===== src/rtl/banner_scroller.sv =====
// Banner frame sequencer: walks ROM rows 0..ROWS-1 per frame, extracts a
// WIN-column scrolling window from each row and hands it out over valid/ready.
module banner_scroller #(
    parameter int unsigned ROWS       = 15,
    parameter int unsigned COLS       = 71,
    parameter int unsigned WIN        = 32,
    parameter int unsigned SCROLL_DIV = 4
) (
    input  logic            clk,
    input  logic            rst,
    input  logic            frame_start,
    input  logic            scroll_en,
    output logic [4:0]      rom_address,
    input  logic [COLS-1:0] rom_data,
    output logic [WIN-1:0]  row_data,
    output logic [4:0]      row_index,
    output logic            row_valid,
    input  logic            row_ready,
    output logic            frame_done,
    output logic            busy,
    output logic [6:0]      offset
);

    localparam int unsigned ADDR_W = 5;
    localparam int unsigned OFF_W  = 7;
    localparam int unsigned CNT_W  = (SCROLL_DIV > 1) ? $clog2(SCROLL_DIV) : 1;
    localparam int unsigned DBL_W  = 2 * COLS;

    typedef enum logic [1:0] {
        IDLE,
        FETCH,
        CAPTURE,
        PRESENT
    } state_t;

    state_t             state;
    state_t             state_d;
    logic [ADDR_W-1:0]  rom_address_d;
    logic [WIN-1:0]     row_data_d;
    logic [ADDR_W-1:0]  row_index_d;
    logic               row_valid_d;
    logic               frame_done_d;
    logic               busy_d;
    logic [OFF_W-1:0]   offset_d;
    logic [CNT_W-1:0]   frame_cnt;
    logic [CNT_W-1:0]   frame_cnt_d;
    logic [DBL_W-1:0]   doubled;
    logic [WIN-1:0]     window;

    // Two back-to-back copies of the row make the wrap-around a plain shift:
    // after shifting left by offset, the top WIN bits are the visible columns.
    always_comb begin
        doubled = {rom_data, rom_data} << offset;
        window  = doubled[DBL_W-1 -: WIN];
    end

    // Next-state and next-output logic.
    always_comb begin
        state_d       = state;
        rom_address_d = rom_address;
        row_data_d    = row_data;
        row_index_d   = row_index;
        row_valid_d   = row_valid;
        frame_done_d  = 1'b0;
        busy_d        = busy;
        offset_d      = offset;
        frame_cnt_d   = frame_cnt;

        case (state)
            IDLE: begin
                if (frame_start) begin
                    rom_address_d = '0;
                    busy_d        = 1'b1;
                    state_d       = FETCH;
                end
            end
            FETCH: begin
                state_d = CAPTURE;
            end
            CAPTURE: begin
                row_data_d  = window;
                row_index_d = rom_address;
                row_valid_d = 1'b1;
                state_d     = PRESENT;
            end
            PRESENT: begin
                if (row_valid && row_ready) begin
                    row_valid_d = 1'b0;
                    if (row_index == ADDR_W'(ROWS - 1)) begin
                        frame_done_d = 1'b1;
                        busy_d       = 1'b0;
                        state_d      = IDLE;
                        // Scroll state only moves between frames.
                        if (scroll_en) begin
                            if (frame_cnt == CNT_W'(SCROLL_DIV - 1)) begin
                                frame_cnt_d = '0;
                                offset_d    = (offset == OFF_W'(COLS - 1)) ?
                                              '0 : offset + OFF_W'(1);
                            end else begin
                                frame_cnt_d = frame_cnt + CNT_W'(1);
                            end
                        end
                    end else begin
                        rom_address_d = row_index + ADDR_W'(1);
                        state_d       = FETCH;
                    end
                end
            end
            default: begin
                state_d = IDLE;
            end
        endcase
    end

    // State and output registers.
    always_ff @(posedge clk or posedge rst) begin
        if (rst) begin
            state       <= IDLE;
            rom_address <= '0;
            row_data    <= '0;
            row_index   <= '0;
            row_valid   <= 1'b0;
            frame_done  <= 1'b0;
            busy        <= 1'b0;
            offset      <= '0;
            frame_cnt   <= '0;
        end else begin
            state       <= state_d;
            rom_address <= rom_address_d;
            row_data    <= row_data_d;
            row_index   <= row_index_d;
            row_valid   <= row_valid_d;
            frame_done  <= frame_done_d;
            busy        <= busy_d;
            offset      <= offset_d;
            frame_cnt   <= frame_cnt_d;
        end
    end

endmodule


===== config.mk =====
export PLATFORM = sky130hd
export DESIGN_NAME = banner_scroller
export DESIGN_NICKNAME = d
export VERILOG_FILES = /design/src/rtl/banner_scroller.sv
export SDC_FILE = /design/constraint.sdc
export NUM_CORES = 1
export LEC_CHECK = 0
export BUFFER_PORTS_ARGS = -buffer_cell sky130_fd_sc_hd__clkbuf_2
export CAP_MARGIN = 10
export CORE_ASPECT_RATIO = 1.4
export CORE_MARGIN = 4
export CORE_UTILIZATION = 63
export DETAILED_ROUTE_END_ITERATION = 12
export PLACE_DENSITY = 0.92
export SYNTH_ARGS = -nofsm -noshare
export SYNTH_HDL_FRONTEND = slang
export SYNTH_SLANG_ARGS = --single-unit

===== constraint.sdc =====
create_clock -name clk -period 8.85 [get_ports clk]
set_clock_uncertainty 0.2 [all_clocks]
set_input_delay 0.4425 -clock clk [delete_from_list [all_inputs] [get_ports clk]]
set_output_delay 0.4425 -clock clk [all_outputs]
set_load 0.1 [all_outputs]

==> metrics.md <==
| Metric | Value |
|---|---|
| Required arrival time at the worst endpoint | 8.81 ns |
| Average size of a mapped cell | 10.06 sq um |
| Most numerous cell on the critical path | sky130_fd_sc_hd__mux4_2 |
| Largest incremental delay on the critical path | 1.02 ns |
| Clock Root Buffer | sky130_fd_sc_hd__clkbuf_16 |
| First-pass iteration count of the detailed router | 6 |
| Headroom to the max-slew limit | 22.98% |
| IO buf count | 127 |
| Vertical die dimension | 139.2 um |
| Static leakage | 0.003476 uW |
| Vias in the first global route | 7729 |
| Global-route usage over all layers | 44.64% |
| Fraction of registers with async set or reset after synthesis | 100.0% |
| Residual overflow from global routing | 0 |
| Netlist area before placement | 7746 sq um |
| Power density cells | 205.2 nW/um^2 |
| Clock Sinks | 56 |
| Number of setup violations in the final report | 0 |
| Post-place setup slack | between 4 and 5 ns |
| Post-Synthesis Net Count | 855 |
| Number of levels in the clock H-tree | 2 |
| TNS Setup | 0 ns |
| Setup Crit Path Kind | flop to flop |
| Number of distinct library cell variants in the gate-level netlist after synthesis | 70 |
| Finished Layout Cells | about 1000 |
| Filler cells | 885 |
| Clock slew seen by the registers of the worst setup and hold paths | 0.08 ns |
| Count of hold buffers inserted by post-cts repair | 0 |
| Residual DRC count | 0 |
| Slew at the pin closest to its max-slew limit | 1.123 ns |
| Number of nets in the layout | 928 |
| Number of maximum-capacitance violations | 0 |
| Largest fanout on the critical path | 59 |
| Portion of the post-synthesis area used by sequential elements | 18.09% |
| Post-detailed-routing wire length | between 30000 and 40000 um |
| Pin count of the biggest net entering global routing | 74 |
| Placed wire-length estimate | 23960 um |
| Cell-by-cell listing of the critical path | buf_4 -> mux4_2 -> mux2i_1 -> mux4_2 -> nor2_1 -> o32ai_1 -> a21oi_1 |
| Hold WC Path Type | primary input to asynchronous set/reset pin |
| Kind of capture point of the worst setup path | flop |
| Final Core Density | between 70 and 80% |
| Placed Cells | 983 |
| Worst Setup Slack, final | 4.536 ns |
| Clock latency on the worst-skew pair | 0.31 ns |
| Global-route wire length before repair | 47600 um |
| Share of final-layout standard cells stronger than drive strength 1 | between 30 and 40% |
| VDD IR max | 0.1850 mV |
| Crit path buffers/inverters | 1 |
| Worst Path Arrival | 4.28 ns |
| Run status | finished clean |
| Number of setup buffers added after CTS | 0 |
| Category of the worst setup path launch point | flop |
| Drt first-iter violations | between 1000 and 1500 |
| Synth Register Bits | 56 |
| Antenna violations before repair | 0 |
| Total number of vias | 7978 |
| Initial core utilization | between 60% and 70% |
| Area growth from synthesis to layout | 9.788% |
| Routed WL per cell | about 32 um |
| Quantity of gates resized following cts | 0 |
| Core Region | 11940 sq um |
| Number of nets still failing antenna checks after routing | 0 |
| Chip Width | 101.7 um |
| Prevailing post-synth register cell | sky130_fd_sc_hd__dfrtp_1 |
| EDFF count, synth | 0 |
| Slowest stage cell on the critical path | sky130_fd_sc_hd__dfrtp_4 |
| Tmin final | 4.314 ns |
| Number of max-slew violations in the final report | 0 |
| Cell row count | 47 |
| Count of endpoints failing hold in the final timing report | 0 |
| Via/cell ratio | 8.042 |
| Family with the most delay on the worst path | multiplexers |
| Setup repair after global routing missed its margin | false |
| CTS tree | done |
| Gp weighted congestion | 1.111 |
| Die area | 14160 sq um |
| Max Clk Rate | between 200 and 250 MHz |
| Fin crit share | 48.74% |
| Post-synthesis cell count | 770 |
| Clock tree buffer depth | 2 |
| I/O pin count | roughly 130 |
| Power, Total | 1745 uW |
| Yosys warns | 0 |
| Num CTS Buffers | 5 |
final timing paths:
| kind | startpoint | to | slack [ns] | cells past startpoint |
|---|---|---|---|---|
| worst max-delay path | offset[0] | row_data[8] | 4.54 | 7 |
| worst min-delay path | rst | offset[6] | 0.11 | 3 |
| worst max register to register | offset[0] | row_data[8] | 4.54 | 7 |
| worst min register to register | row_data[7] | row_data[7] | 0.31 | 2 |
| max in group asynchronous | rst | offset[0] | 7.82 | 3 |
| min in group clk | row_ready | row_valid | 0.14 | 2 |
power breakdown:
part           total (uW)  switching [uW]  internal, uW
Sequential            405            61.3           344
Clock                 212             104           108
Combinational        1130             892           236
final cells by class:
type	count	area (sq um)	area share, %
multi-input combinational	616	5934	69.78
sequential	56	1408	16.55
timing repair buffer	140	733.2	8.621
tap	147	183.9	2.163
clock buffer	5	125.1	1.471
inverter	24	90.09	1.059
clock inverter	3	27.53	0.3237
antenna	1	2.502	0.02942
cell usage after synthesis, types with 4 or more instances:
master                      instances  share of area, %
sky130_fd_sc_hd__o221a_2            4              0.58
sky130_fd_sc_hd__nor2b_1           11              0.89
sky130_fd_sc_hd__nor2_1            58               2.8
sky130_fd_sc_hd__mux2i_1           57               7.4
sky130_fd_sc_hd__a31oi_1            4              0.32
sky130_fd_sc_hd__o22ai_1           11              0.89
sky130_fd_sc_hd__a211oi_1          12               1.2
sky130_fd_sc_hd__a32o_1             4              0.52
sky130_fd_sc_hd__o32ai_1            6              0.68
sky130_fd_sc_hd__a221oi_1           5              0.57
sky130_fd_sc_hd__o21ai_0           46               3.0
sky130_fd_sc_hd__nand3_1           14              0.90
sky130_fd_sc_hd__mux2_2            64               9.3
sky130_fd_sc_hd__o2bb2ai_1          5              0.57
sky130_fd_sc_hd__inv_1             22               1.1
sky130_fd_sc_hd__a22oi_1            4              0.39
sky130_fd_sc_hd__nand2b_1           9              0.73
sky130_fd_sc_hd__a21oi_1           27               1.7
sky130_fd_sc_hd__clkbuf_1          46               2.2
sky130_fd_sc_hd__buf_2             13              0.84
sky130_fd_sc_hd__and2_1             5              0.40
sky130_fd_sc_hd__o221ai_1          10               1.1
sky130_fd_sc_hd__o31ai_1            7              0.68
sky130_fd_sc_hd__o211ai_1           6              0.58
sky130_fd_sc_hd__mux4_2           101                29
sky130_fd_sc_hd__nor4_1             4              0.32
sky130_fd_sc_hd__nand2_1           66               3.2
sky130_fd_sc_hd__dfrtp_1           56                18
sky130_fd_sc_hd__buf_4              5              0.48
sky130_fd_sc_hd__nor3_1             7              0.45
sky130_fd_sc_hd__buf_1              9              0.44
sky130_fd_sc_hd__ha_1               9               1.5
kinds of logic (layout without fill, tap and decap cells):
logic type,after synthesis,after routing,synth area share [%]
AOI/OAI and AO/OA,195,195,17.90
xor gates and xnor gates,4,4,0.4524
adders and majority gates,9,9,1.454
buffers and inverters,98,172,5.298
DFF,56,56,18.09
muxes,222,222,46.03
other,0,1,0
and+or+nand+nor,186,186,10.77
tightest hold or removal path, cell delays in order:
cell	delay (ns)
sky130_fd_sc_hd__clkbuf_2	0.09
sky130_fd_sc_hd__inv_2	0.04
sky130_fd_sc_hd__buf_4	0.56
per-stage QoR:
step | area, sq um | hold slack [ns]
5_1_grt | 8502 | 0.1601
2_1_floorplan | 7746 | 0.2789
4_1_cts | 8502 | 0.1387
6_report | 8504 | 0.1144
3_3_place_gp | 8349 | 0.2729
3_5_place_dp | 8349 | 0.2915
per-layer routing:
metal | wire length, um | GRT usage (%)
met1 | 10310 | 56.50
met5 | 0 | 0
met2 | 14100 | 68.07
met4 | 2812 | 28.64
met3 | 4104 | 10.17
flip-flops by register name, indices dropped and copies added, names as in the netlist:
register     count
frame_cnt        2
state            2
busy             1
frame_done       1
row_valid        1
offset           7
row_data        32
row_index        5
rom_address      5
cell usage in the layout (no fill, tap or decap), types with 6 or more instances in the layout:
master,n
sky130_fd_sc_hd__o31ai_1,7
sky130_fd_sc_hd__nand2_1,66
sky130_fd_sc_hd__nor3_1,7
sky130_fd_sc_hd__mux4_2,101
sky130_fd_sc_hd__nor2b_1,11
sky130_fd_sc_hd__nand2b_1,9
sky130_fd_sc_hd__o22ai_1,11
sky130_fd_sc_hd__o32ai_1,6
sky130_fd_sc_hd__buf_4,13
sky130_fd_sc_hd__mux2i_1,57
sky130_fd_sc_hd__o21ai_0,46
sky130_fd_sc_hd__a21oi_1,27
sky130_fd_sc_hd__o221ai_1,10
sky130_fd_sc_hd__dfrtp_1,53
sky130_fd_sc_hd__clkbuf_2,127
sky130_fd_sc_hd__o211ai_1,6
sky130_fd_sc_hd__mux2_2,64
sky130_fd_sc_hd__nor2_1,58
sky130_fd_sc_hd__nand3_1,14
sky130_fd_sc_hd__inv_1,21
sky130_fd_sc_hd__a211oi_1,12
sky130_fd_sc_hd__ha_1,9
Note: power is estimated with default switching activity, not from simulation.
